$ cat src/rtl/uart_tx_if.sv
// Byte-request / serial-line bundle between bus-side logic and the UART transmitter.
interface uart_tx_if;
    logic       tx_start;
    logic [7:0] tx_byte;
    logic       uart_data_out;
    logic       tx_busy;
    logic       tx_done;

    modport master (
        output tx_start, tx_byte,
        input  uart_data_out, tx_busy, tx_done
    );

    modport slave (
        input  tx_start, tx_byte,
        output uart_data_out, tx_busy, tx_done
    );
endinterface

$ cat src/rtl/uart_tx.sv
// UART transmitter, 8N1 LSB first; define UART_TX_PARITY_EN to insert an even-parity bit before stop.
//
//   state     | meaning
//   ----------+-----------------------------------------------
//   IDLE      | line high, waiting for tx_start
//   START_BIT | line low for one bit time
//   DATA_BITS | line = shadow[idx], idx 0..7, one bit time each
//   PARITY    | line = ^shadow (only with UART_TX_PARITY_EN)
//   STOP_BIT  | line high for one bit time
//   CLEANUP   | single cycle, tx_done pulse
module uart_tx #(
    parameter int CLK_FREQ  = 100_000_000,
    parameter int UART_RATE = 115200
) (
    input  logic     clk,
    input  logic     rst,
    uart_tx_if.slave bus
);

    localparam int          CLKS_PER_BIT = CLK_FREQ / UART_RATE;
    localparam logic [15:0] CNT_LOAD     = 16'(CLKS_PER_BIT - 1);

    localparam logic [2:0] ST_IDLE    = 3'd0;
    localparam logic [2:0] ST_START   = 3'd1;
    localparam logic [2:0] ST_DATA    = 3'd2;
    localparam logic [2:0] ST_STOP    = 3'd3;
    localparam logic [2:0] ST_CLEANUP = 3'd4;
`ifdef UART_TX_PARITY_EN
    localparam logic [2:0] ST_PARITY  = 3'd5;
`endif

    logic [2:0]  state_q,  state_d;
    logic [15:0] cnt_q,    cnt_d;
    logic [2:0]  idx_q,    idx_d;
    logic [7:0]  shadow_q, shadow_d;
    logic        line_q,   line_d;
    logic        busy_q,   busy_d;
    logic        done_q,   done_d;

    // Bit timer is a down-counter reloaded at every bit boundary; zero marks the last cycle of a bit.
    always_comb begin
        state_d  = state_q;
        cnt_d    = cnt_q;
        idx_d    = idx_q;
        shadow_d = shadow_q;
        case (state_q)
            ST_IDLE: begin
                cnt_d = 16'd0;
                idx_d = 3'd0;
                if (bus.tx_start) begin
                    shadow_d = bus.tx_byte;
                    cnt_d    = CNT_LOAD;
                    state_d  = ST_START;
                end
            end
            ST_START: begin
                if (cnt_q == 16'd0) begin
                    cnt_d   = CNT_LOAD;
                    idx_d   = 3'd0;
                    state_d = ST_DATA;
                end else begin
                    cnt_d = cnt_q - 16'd1;
                end
            end
            ST_DATA: begin
                if (cnt_q == 16'd0) begin
                    cnt_d = CNT_LOAD;
                    if (idx_q == 3'd7) begin
                        idx_d = 3'd0;
`ifdef UART_TX_PARITY_EN
                        state_d = ST_PARITY;
`else
                        state_d = ST_STOP;
`endif
                    end else begin
                        idx_d = idx_q + 3'd1;
                    end
                end else begin
                    cnt_d = cnt_q - 16'd1;
                end
            end
`ifdef UART_TX_PARITY_EN
            ST_PARITY: begin
                if (cnt_q == 16'd0) begin
                    cnt_d   = CNT_LOAD;
                    state_d = ST_STOP;
                end else begin
                    cnt_d = cnt_q - 16'd1;
                end
            end
`endif
            ST_STOP: begin
                if (cnt_q == 16'd0) begin
                    cnt_d   = 16'd0;
                    state_d = ST_CLEANUP;
                end else begin
                    cnt_d = cnt_q - 16'd1;
                end
            end
            ST_CLEANUP: begin
                cnt_d   = 16'd0;
                state_d = ST_IDLE;
            end
            default: begin
                cnt_d   = 16'd0;
                idx_d   = 3'd0;
                state_d = ST_IDLE;
            end
        endcase
    end

    // Outputs are decoded from the next state so the registered pins line up with the state they describe.
    always_comb begin
        line_d = 1'b1;
        case (state_d)
            ST_START:  line_d = 1'b0;
            ST_DATA:   line_d = shadow_d[idx_d];
`ifdef UART_TX_PARITY_EN
            ST_PARITY: line_d = ^shadow_d;
`endif
            default:   line_d = 1'b1;
        endcase
        busy_d = (state_d != ST_IDLE);
        done_d = (state_d == ST_CLEANUP);
    end

    always_ff @(posedge clk or posedge rst) begin
        if (rst) begin
            state_q  <= ST_IDLE;
            cnt_q    <= 16'd0;
            idx_q    <= 3'd0;
            shadow_q <= 8'd0;
            line_q   <= 1'b1;
            busy_q   <= 1'b0;
            done_q   <= 1'b0;
        end else begin
            state_q  <= state_d;
            cnt_q    <= cnt_d;
            idx_q    <= idx_d;
            shadow_q <= shadow_d;
            line_q   <= line_d;
            busy_q   <= busy_d;
            done_q   <= done_d;
        end
    end

    assign bus.uart_data_out = line_q;
    assign bus.tx_busy       = busy_q;
    assign bus.tx_done       = done_q;

endmodule

$ cat src/flat_wrapper.sv
// flat-port wrapper written by rule: the top's interface ports become plain ports
module uart_tx_flat 
#(
    parameter int CLK_FREQ  = 100_000_000,
    parameter int UART_RATE = 115200
)
  (clk, rst, bus_tx_start, bus_tx_byte, bus_uart_data_out, bus_tx_busy, bus_tx_done);
  uart_tx_if bus_i ();
  input  logic clk;
  input  logic rst;
  input wire logic [$bits(bus_i.tx_start)-1:0] bus_tx_start;
  input wire logic [$bits(bus_i.tx_byte)-1:0] bus_tx_byte;
  output wire logic [$bits(bus_i.uart_data_out)-1:0] bus_uart_data_out;
  output wire logic [$bits(bus_i.tx_busy)-1:0] bus_tx_busy;
  output wire logic [$bits(bus_i.tx_done)-1:0] bus_tx_done;
  assign bus_i.tx_start = bus_tx_start;
  assign bus_i.tx_byte = bus_tx_byte;
  assign bus_uart_data_out = bus_i.uart_data_out;
  assign bus_tx_busy = bus_i.tx_busy;
  assign bus_tx_done = bus_i.tx_done;
  uart_tx #(.CLK_FREQ(CLK_FREQ), .UART_RATE(UART_RATE)) u_core (.clk(clk), .rst(rst), .bus(bus_i));
endmodule
$ cat config.mk
export PLATFORM = sky130hd
export DESIGN_NAME = uart_tx_flat
export DESIGN_NICKNAME = d
export VERILOG_FILES = /design/src/rtl/uart_tx_if.sv /design/src/rtl/uart_tx.sv /design/src/flat_wrapper.sv
export SDC_FILE = /design/constraint.sdc
export NUM_CORES = 1
export LEC_CHECK = 0
export BUFFER_PORTS_ARGS = -buffer_cell sky130_fd_sc_hd__clkbuf_2
export CORE_ASPECT_RATIO = 0.6
export CORE_MARGIN = 3
export CORE_UTILIZATION = 59
export DETAILED_ROUTE_END_ITERATION = 10
export PLACE_DENSITY = 0.79
export REMOVE_ABC_BUFFERS = 1
export SLEW_MARGIN = 15
export SYNTH_ARGS = -nofsm -noshare
export SYNTH_HDL_FRONTEND = slang
export SYNTH_SLANG_ARGS = --single-unit
$ cat constraint.sdc
create_clock -name clk -period 2.9 [get_ports clk]
set_input_delay 0.145 -clock clk [delete_from_list [all_inputs] [get_ports clk]]
set_output_delay 0.145 -clock clk [all_outputs]
set_load 0.005 [all_outputs]
==> After elaboration in Yosys (flattened, before gate mapping) <==
Cells that the tools add are included.
{ "classes": {"muxes": 19, "reduce_logical": 5, "n_addsub": 2, "n_lt_le_gt_ge": 1, "eq_ne": 8} }
{ "ops": {"columns": ["operator", "count"], "rows": [
  ["$pmux 16 s3", 1],
  ["$mux 16", 2],
  ["$mux 3", 8],
  ["$logic_not 16->1", 1],
  ["$mux 8", 2],
  ["$sub 16x1->16 const B", 1],
  ["$pmux 3 s4", 1],
  ["$mux 10", 1],
  ["$eq 3x2->1 const B", 3],
  ["$eq 3x3->1 const B", 3],
  ["$pmux 3 s3", 1],
  ["$eq 3x1->1 const B", 2],
  ["$lt 3x4->1 const B", 1],
  ["$reduce_or 2->1", 2],
  ["$add 3x1->3 const B", 1],
  ["$bmux 1 s3", 1],
  ["$logic_not 3->1", 1],
  ["$reduce_bool 3->1", 1],
  ["$pmux 1 s2", 1],
  ["$mux 1", 1]
]} }
{ "totals": {"input_bits": 11, "output_inout_bits": 3, "regBits": 33, "elab_cells": 42} }

==> Longest topological paths before layout <==
{ "logic_depth": {"ltp_word": 7, "ltp_mapped": 11, "mapped_depth_nobuf": 9} }

==> Worst setup path after synthesis <==
Ideal clock, no wire load.
{ "synth_timing": {"kind": "reg2reg", "from": "register u_core.cnt_q[0]", "to": "register u_core.line_q (netlist: u_core.bus.uart_data_out)", "setup_time_ns": 0.081, "t_arrival_ns": 2.261, "required_time_ns": 2.819, "stages_incl_launch_ff": 10, "path_slack_ns": 0.557, "path_buffers": 0, "synth_period_minus_slack_ns": 2.343, "path_cell_list": "dfrtp_1 -> inv_1 -> ha_1 -> nor4b_4 -> nand3_1 -> nor3_1 -> a32oi_1 -> mux2i_1 -> mux2_4 -> a211oi_2"} }
{ "synth_between": {"elab_chain_len": 6, "word_cells_on_any_way": 13, "classes_between": "2 x eq/ne; 10 x mux; 1 x reduce/logical"} }
{ "synth_lines": {"columns": ["item", "line_no", "text"], "rows": [
  ["start, declared", "uart_tx.sv:33", "logic [15:0] cnt_q, cnt_d;"],
  ["start signal, assigned", "uart_tx.sv:138", "cnt_q <= cnt_d;"],
  ["$logic_not 16->1 *", "uart_tx.sv:57, uart_tx.sv:66, uart_tx.sv:93", null],
  ["$mux 3, on equally long branches", "uart_tx.sv:66, uart_tx.sv:57", null],
  ["$pmux 3 s3", "uart_tx.sv:46", "case (state_q)"],
  ["$bmux 1 s3", "uart_tx.sv:117", "ST_DATA: line_d = shadow_d[idx_d];"],
  ["$mux 1 (implied by the code)", "uart_tx.sv:117", null],
  ["$pmux 1 s2 *", "uart_tx.sv:115", "case (state_d)"],
  ["via u_core.line_d", "uart_tx.sv:36", "logic line_q, line_d;"],
  ["end signal, assigned", "uart_tx.sv:141", "line_q <= line_d;"],
  ["end, declared", "uart_tx.sv:36", null]
]} }
The timed path passes the listed nets; every way through them passes the cells marked *. The select of a mux whose other input is x is not followed.

==> Worst setup path after layout <==
{ "layout_timing": {"from": "register u_core.cnt_q[0]", "to": "register u_core.line_q (netlist: u_core.bus.uart_data_out)"} }
{ "layout_between": {"elab_chain_len": 6, "word_cells_on_any_way": 13, "classes_between": "2 x eq/ne; 10 x mux; 1 x reduce/logical"} }
{ "layout_lines": {"columns": ["item", "line_no", "text"], "rows": [
  ["$logic_not 16->1 *", "uart_tx.sv:57, uart_tx.sv:66", null],
  ["$mux 3, on equally long branches", "uart_tx.sv:66, uart_tx.sv:57", null],
  ["$pmux 3 s3 *", "uart_tx.sv:46", null],
  ["via u_core.idx_d[1]", "uart_tx.sv:34", "logic [2:0] idx_q, idx_d;"],
  ["$bmux 1 s3 *", "uart_tx.sv:117", null],
  ["$mux 1 (implied by the code) *", "uart_tx.sv:117", null],
  ["$pmux 1 s2 *", "uart_tx.sv:115", null],
  ["via u_core.line_d", "uart_tx.sv:36", null]
]} }
Marks and branches as above.

==> results.md <==
Synthesis:
- In the synthesized netlist, the cells that appear most often are sky130_fd_sc_hd__nand2_1 (33), sky130_fd_sc_hd__dfrtp_1 (32), sky130_fd_sc_hd__nor2_1 (18).
- The cell with the most instances after synthesis is sky130_fd_sc_hd__nand2_1.
- Yosys printed 0 warnings.
- The most used flip-flop cell after synthesis is sky130_fd_sc_hd__dfrtp_1.
- Counting flops with an async set or reset pin after synthesis yields a share of 100%.
- Of all cell types, the one taking the most synthesized area is sky130_fd_sc_hd__dfrtp_1.
- The number of instances in the synthesized netlist is ~190.
- After synthesis, the cell types taking the most area are sky130_fd_sc_hd__dfrtp_1 (46%), sky130_fd_sc_hd__nand2_1 (7.0%), sky130_fd_sc_hd__xnor2_1 (4.5%), sky130_fd_sc_hd__nor2_1 (3.8%), sky130_fd_sc_hd__o21ai_0 (2.3%).
- The average size of a mapped cell is 9.50 um2.
- Synthesis instantiated 47 different standard cells from the library.
- Yosys mapped a number of flops with a built-in enable equal to 0.
- The post-synthesis sequential element count is 33.
- The mapped netlist covers 0.00176 mm2.
- After synthesis, the largest area contributor takes up 45.6% of total cell area.
- The sequential-to-total area share from yosys stat is roughly 47%.

Setup path:
- The count of buffering cells on the critical path with inverters included is 1.
- STA classifies the critical path startpoint as a register.
- The arrival time at the worst endpoint is 2780 ps.
- The critical path is of the reg2reg type.
- The slowest stage cell on the critical path is sky130_fd_sc_hd__a221o_1.
- The dominant delay contributor by cell family on the critical path is compound AO/OA/AOI/OAI gates.
- The critical path's largest stage delay is 430 ps.
- The element type at the critical path end is a register.
- The critical path goes through inv_1, ha_1, nor4b_4, nand4_1, maj3_2, a221o_1, mux2_4, a211oi_2.
- The required arrival time at the worst endpoint is 3120 ps.
- In this run the worst path has a maximum fanout of 4.

Placed design:
- The number of placed cells counting well taps is ~240.
- Port buffering added 13 buffers.
- The weighted congestion at the end of routability-driven global placement is 0.974.
- After detailed placement, the total cell area comes to approximately 0.0019 mm2.
- The half-perimeter wire length of the detailed placement result is 3010 um.

Floorplan:
- After floorplanning, the core was sized to cover 0.00266 mm2.
- The effective utilization at floorplan is 66.0%.
- In this run the count of I/O pins placed on the die edge is 14.
- The die is roughly 76 um wide.
- The die span in y is 48.3 um.
- The die covers 0.00369 mm2.
- The row count is 14.

Final layout:
- The count of inserted antenna diode cells is 0.
- The layout has 195 filler cells.
- Summing all non-filler instances in the final layout gives an area of 0.00201 mm2.
- The synthesis-to-layout area growth is 14.2%.
- Measured on the finished design, the core utilization comes to between 70% and 80%.
- The number of nets at the end of the flow is 218.
- Of the cells placed in the final design, the portion with a size suffix greater than 1 is 18.5%.
- The number of cells in the finished layout apart from fillers is 245.

Clocking:
- The count of buffers added by post-CTS timing repair for setup is 0.
- Clock tree synthesis found a total of 33 sinks.
- The number of buffers on the longest clock path is 2.
- For the worst-skew pair, the clock arrives at the later sink with an insertion delay of 300 ps.
- The number of H-tree levels is 2.
- Clock-pin slew was measured on the worst setup and hold paths at 80 ps.
- Clock tree synthesis selected as its root buffer the cell sky130_fd_sc_hd__clkbuf_8.
- TritonCTS built the clock tree.
- The number of buffers added by the clock tree synthesis step is 5.

STA:
- The number of endpoints failing setup at the final stage is 0.
- The final-report hold violation count is 0.
- The worst path needs ~2600 ps of the cycle, external delays included.
- Setup repair after global routing left no endpoint under its margin.
- The maximum clock rate is about 390 MHz.
- The final-layout setup total negative slack is 0 ps.
- The number of pins exceeding their max-slew limit in the final report is 0.
- The tightest slew margin relative to the limit is 49.7%.
- The ratio of final minimum period to clock period is between 80% and 90%.
- The pin slew with the least headroom to its limit is 735 ps.
- The setup clock skew after layout is between 9 and 10 ps.

Power:
- In this run switching power makes up 35.8% of total power.
- For this design the static power due to leakage is about 0.00093 uW.
- Summed over all nets, the switching power comes to 616 uW.
- The internal power is 1100 uW.
- The power share of the combinational group is 28.4%.
- The worst ir drop on vdd is between 0.6 and 0.7 mV.
- In this run, the clock network consumes 25.6% of the power.
- In this run the power density over the cells is 857 mW/mm2.
- The share of total power dissipated in sequential elements is 45.9%.

Global route:
- The peak-usage layer in the global routing report is met2.
- For this run, global-route usage on met1 was measured as 34.7%.
- The via count of the first global-routing pass is 1363.
- The met2 routing resource usage after global routing is 39.3%.
- The number of antenna violations at the first check in global routing came to 0.
- The first global-routing pass estimated 6760 um of wire.
- Global routing consumed, on the met3 layer, 5.90% of the routing resources.
- The total track usage is about 25%.
- After global routing the overflow that remains totals 0.
- The pin count of the biggest net entering global routing is 19.

Routing:
- After detailed routing, the number of remaining DRC violations is 0.
- The sum of routed wire length over all layers is 4090 um.
- The count of nets left with antenna violations once routing finished came out at 0.
- Before antenna repair, the detailed router went through 4 iterations.
- The ratio of routed vias to standard cells is 5.84.
- The routed wire length per instance is 16.7 um.
- The total via count after detailed routing is 1432.
- The number of violations reported at the end of detailed-routing iteration 0 is 139.

Outcome:
- The run finished with clean final reports.

Job:
- Max-cap violations in this run came to 0.

Worst hold path:
- The path category of the worst min-delay check is in2reg.
-- final timing paths --
kind | from | end | slack (ps) | cells after the start
setup / recovery | u_core.cnt_q[0]$_DFF_PP0_ | u_core.bus.uart_data_out$_DFF_PP1_ | 340 | 8
hold / removal | bus_tx_byte[1] | u_core.shadow_q[1]$_DFF_PP0_ | 70 | 3
min in group asynchronous | rst | u_core.idx_q[1]$_DFF_PP0_ | 490 | 3
hold reg to reg | u_core.shadow_q[1]$_DFF_PP0_ | u_core.shadow_q[1]$_DFF_PP0_ | 480 | 2
setup reg to reg | u_core.cnt_q[0]$_DFF_PP0_ | u_core.bus.uart_data_out$_DFF_PP1_ | 340 | 8
max in group asynchronous | rst | u_core.cnt_q[14]$_DFF_PP0_ | 1730 | 4
-- state kept, by name (all words and copies together), names as in the netlist --
name                      cells
u_core.idx_q                  3
u_core.shadow_q               8
u_core.bus.tx_busy            1
u_core.bus.tx_done            1
u_core.cnt_q                 16
u_core.state_q                3
u_core.bus.uart_data_out      1
-- tightest hold or removal path, cell delays in order --
cell and delay (ps):
sky130_fd_sc_hd__clkbuf_2 80, sky130_fd_sc_hd__nand2_1 40, sky130_fd_sc_hd__nand2_1 70
-- power groups by stage --
| stage | logic, uW | registers [uW] | clock network [uW] |
|---|---|---|---|
| 2_1_floorplan | 371 | 749 | 0 |
| 5_1_grt | 538 | 807 | 470 |
| 6_report | 489 | 790 | 440 |
| 4_1_cts | 485 | 784 | 444 |
| 3_5_place_dp | 479 | 787 | 0 |
| 3_3_place_gp | 458 | 767 | 0 |
-- final cells by class --
| type | instances | area (um2) | share of cell area (%) |
|---|---|---|---|
| multi-input combinational | 140 | 883 | 44.0 |
| sequential | 33 | 827 | 41.2 |
| timing repair buffer | 19 | 113 | 5.61 |
| clock buffer | 5 | 68.8 | 3.43 |
| tap | 40 | 50.0 | 2.49 |
| clock inverter | 3 | 46.3 | 2.31 |
| inverter | 5 | 18.8 | 0.935 |
-- what timing repair did --
item / CTS / global route
setup endpoints to repair: 0 / 0
hold buffers: 1 / 0
gates resized for setup: 0 / 0
hold endpoints to repair: 16 / 0
-- placed cells by master (no fill, tap or decap), types with 3 or more instances in the layout --
master | synthesis | layout
sky130_fd_sc_hd__nor4_1 | 5 | 5
sky130_fd_sc_hd__nor2b_1 | 4 | 4
sky130_fd_sc_hd__clkbuf_2 | 1 | 13
sky130_fd_sc_hd__ha_1 | 3 | 3
sky130_fd_sc_hd__xnor2_1 | 9 | 9
sky130_fd_sc_hd__nor2_1 | 18 | 18
sky130_fd_sc_hd__a31oi_1 | 3 | 3
sky130_fd_sc_hd__o21ai_0 | 8 | 8
sky130_fd_sc_hd__dfrtp_1 | 32 | 32
sky130_fd_sc_hd__nand3_1 | 3 | 3
sky130_fd_sc_hd__a21oi_1 | 6 | 6
sky130_fd_sc_hd__nor3_1 | 7 | 7
sky130_fd_sc_hd__mux2i_1 | 3 | 3
sky130_fd_sc_hd__buf_4 | 0 | 5
sky130_fd_sc_hd__inv_1 | 5 | 5
sky130_fd_sc_hd__nand2_1 | 33 | 33
sky130_fd_sc_hd__clkbuf_8 | 0 | 5
sky130_fd_sc_hd__and3_1 | 3 | 3
-- through the flow --
| stage | total power, uW | hold WS (ps) | setup WS (ps) |
|---|---|---|---|
| after floorplan | 1120 | 270 | 328 |
| after global routing | 1810 | 86.9 | 243 |
| after CTS | 1710 | 71.7 | 348 |
| after global placement | 1220 | 265 | 501 |
| after detailed placement | 1270 | 269 | 359 |
| final | 1720 | 72.7 | 342 |
-- kinds of logic after synthesis --
family	synth area share, %
AOI/OAI and AO/OA	11.9
buffers and inverters	2.70
and+or+nand+nor	27.4
DFF	47.0
xor gates and xnor gates	4.98
adders and majority gates	2.78
muxes	3.20
-- layer usage --
layer / share of wire, % / vias to the layer above
met5: 0 / -
met4: 2.7 / 0
met3: 6.6 / 13
met2: 43 / 53
met1: 48 / 684
li1: - / 682
No activity file was read; power rests on OpenSTA's default activity.
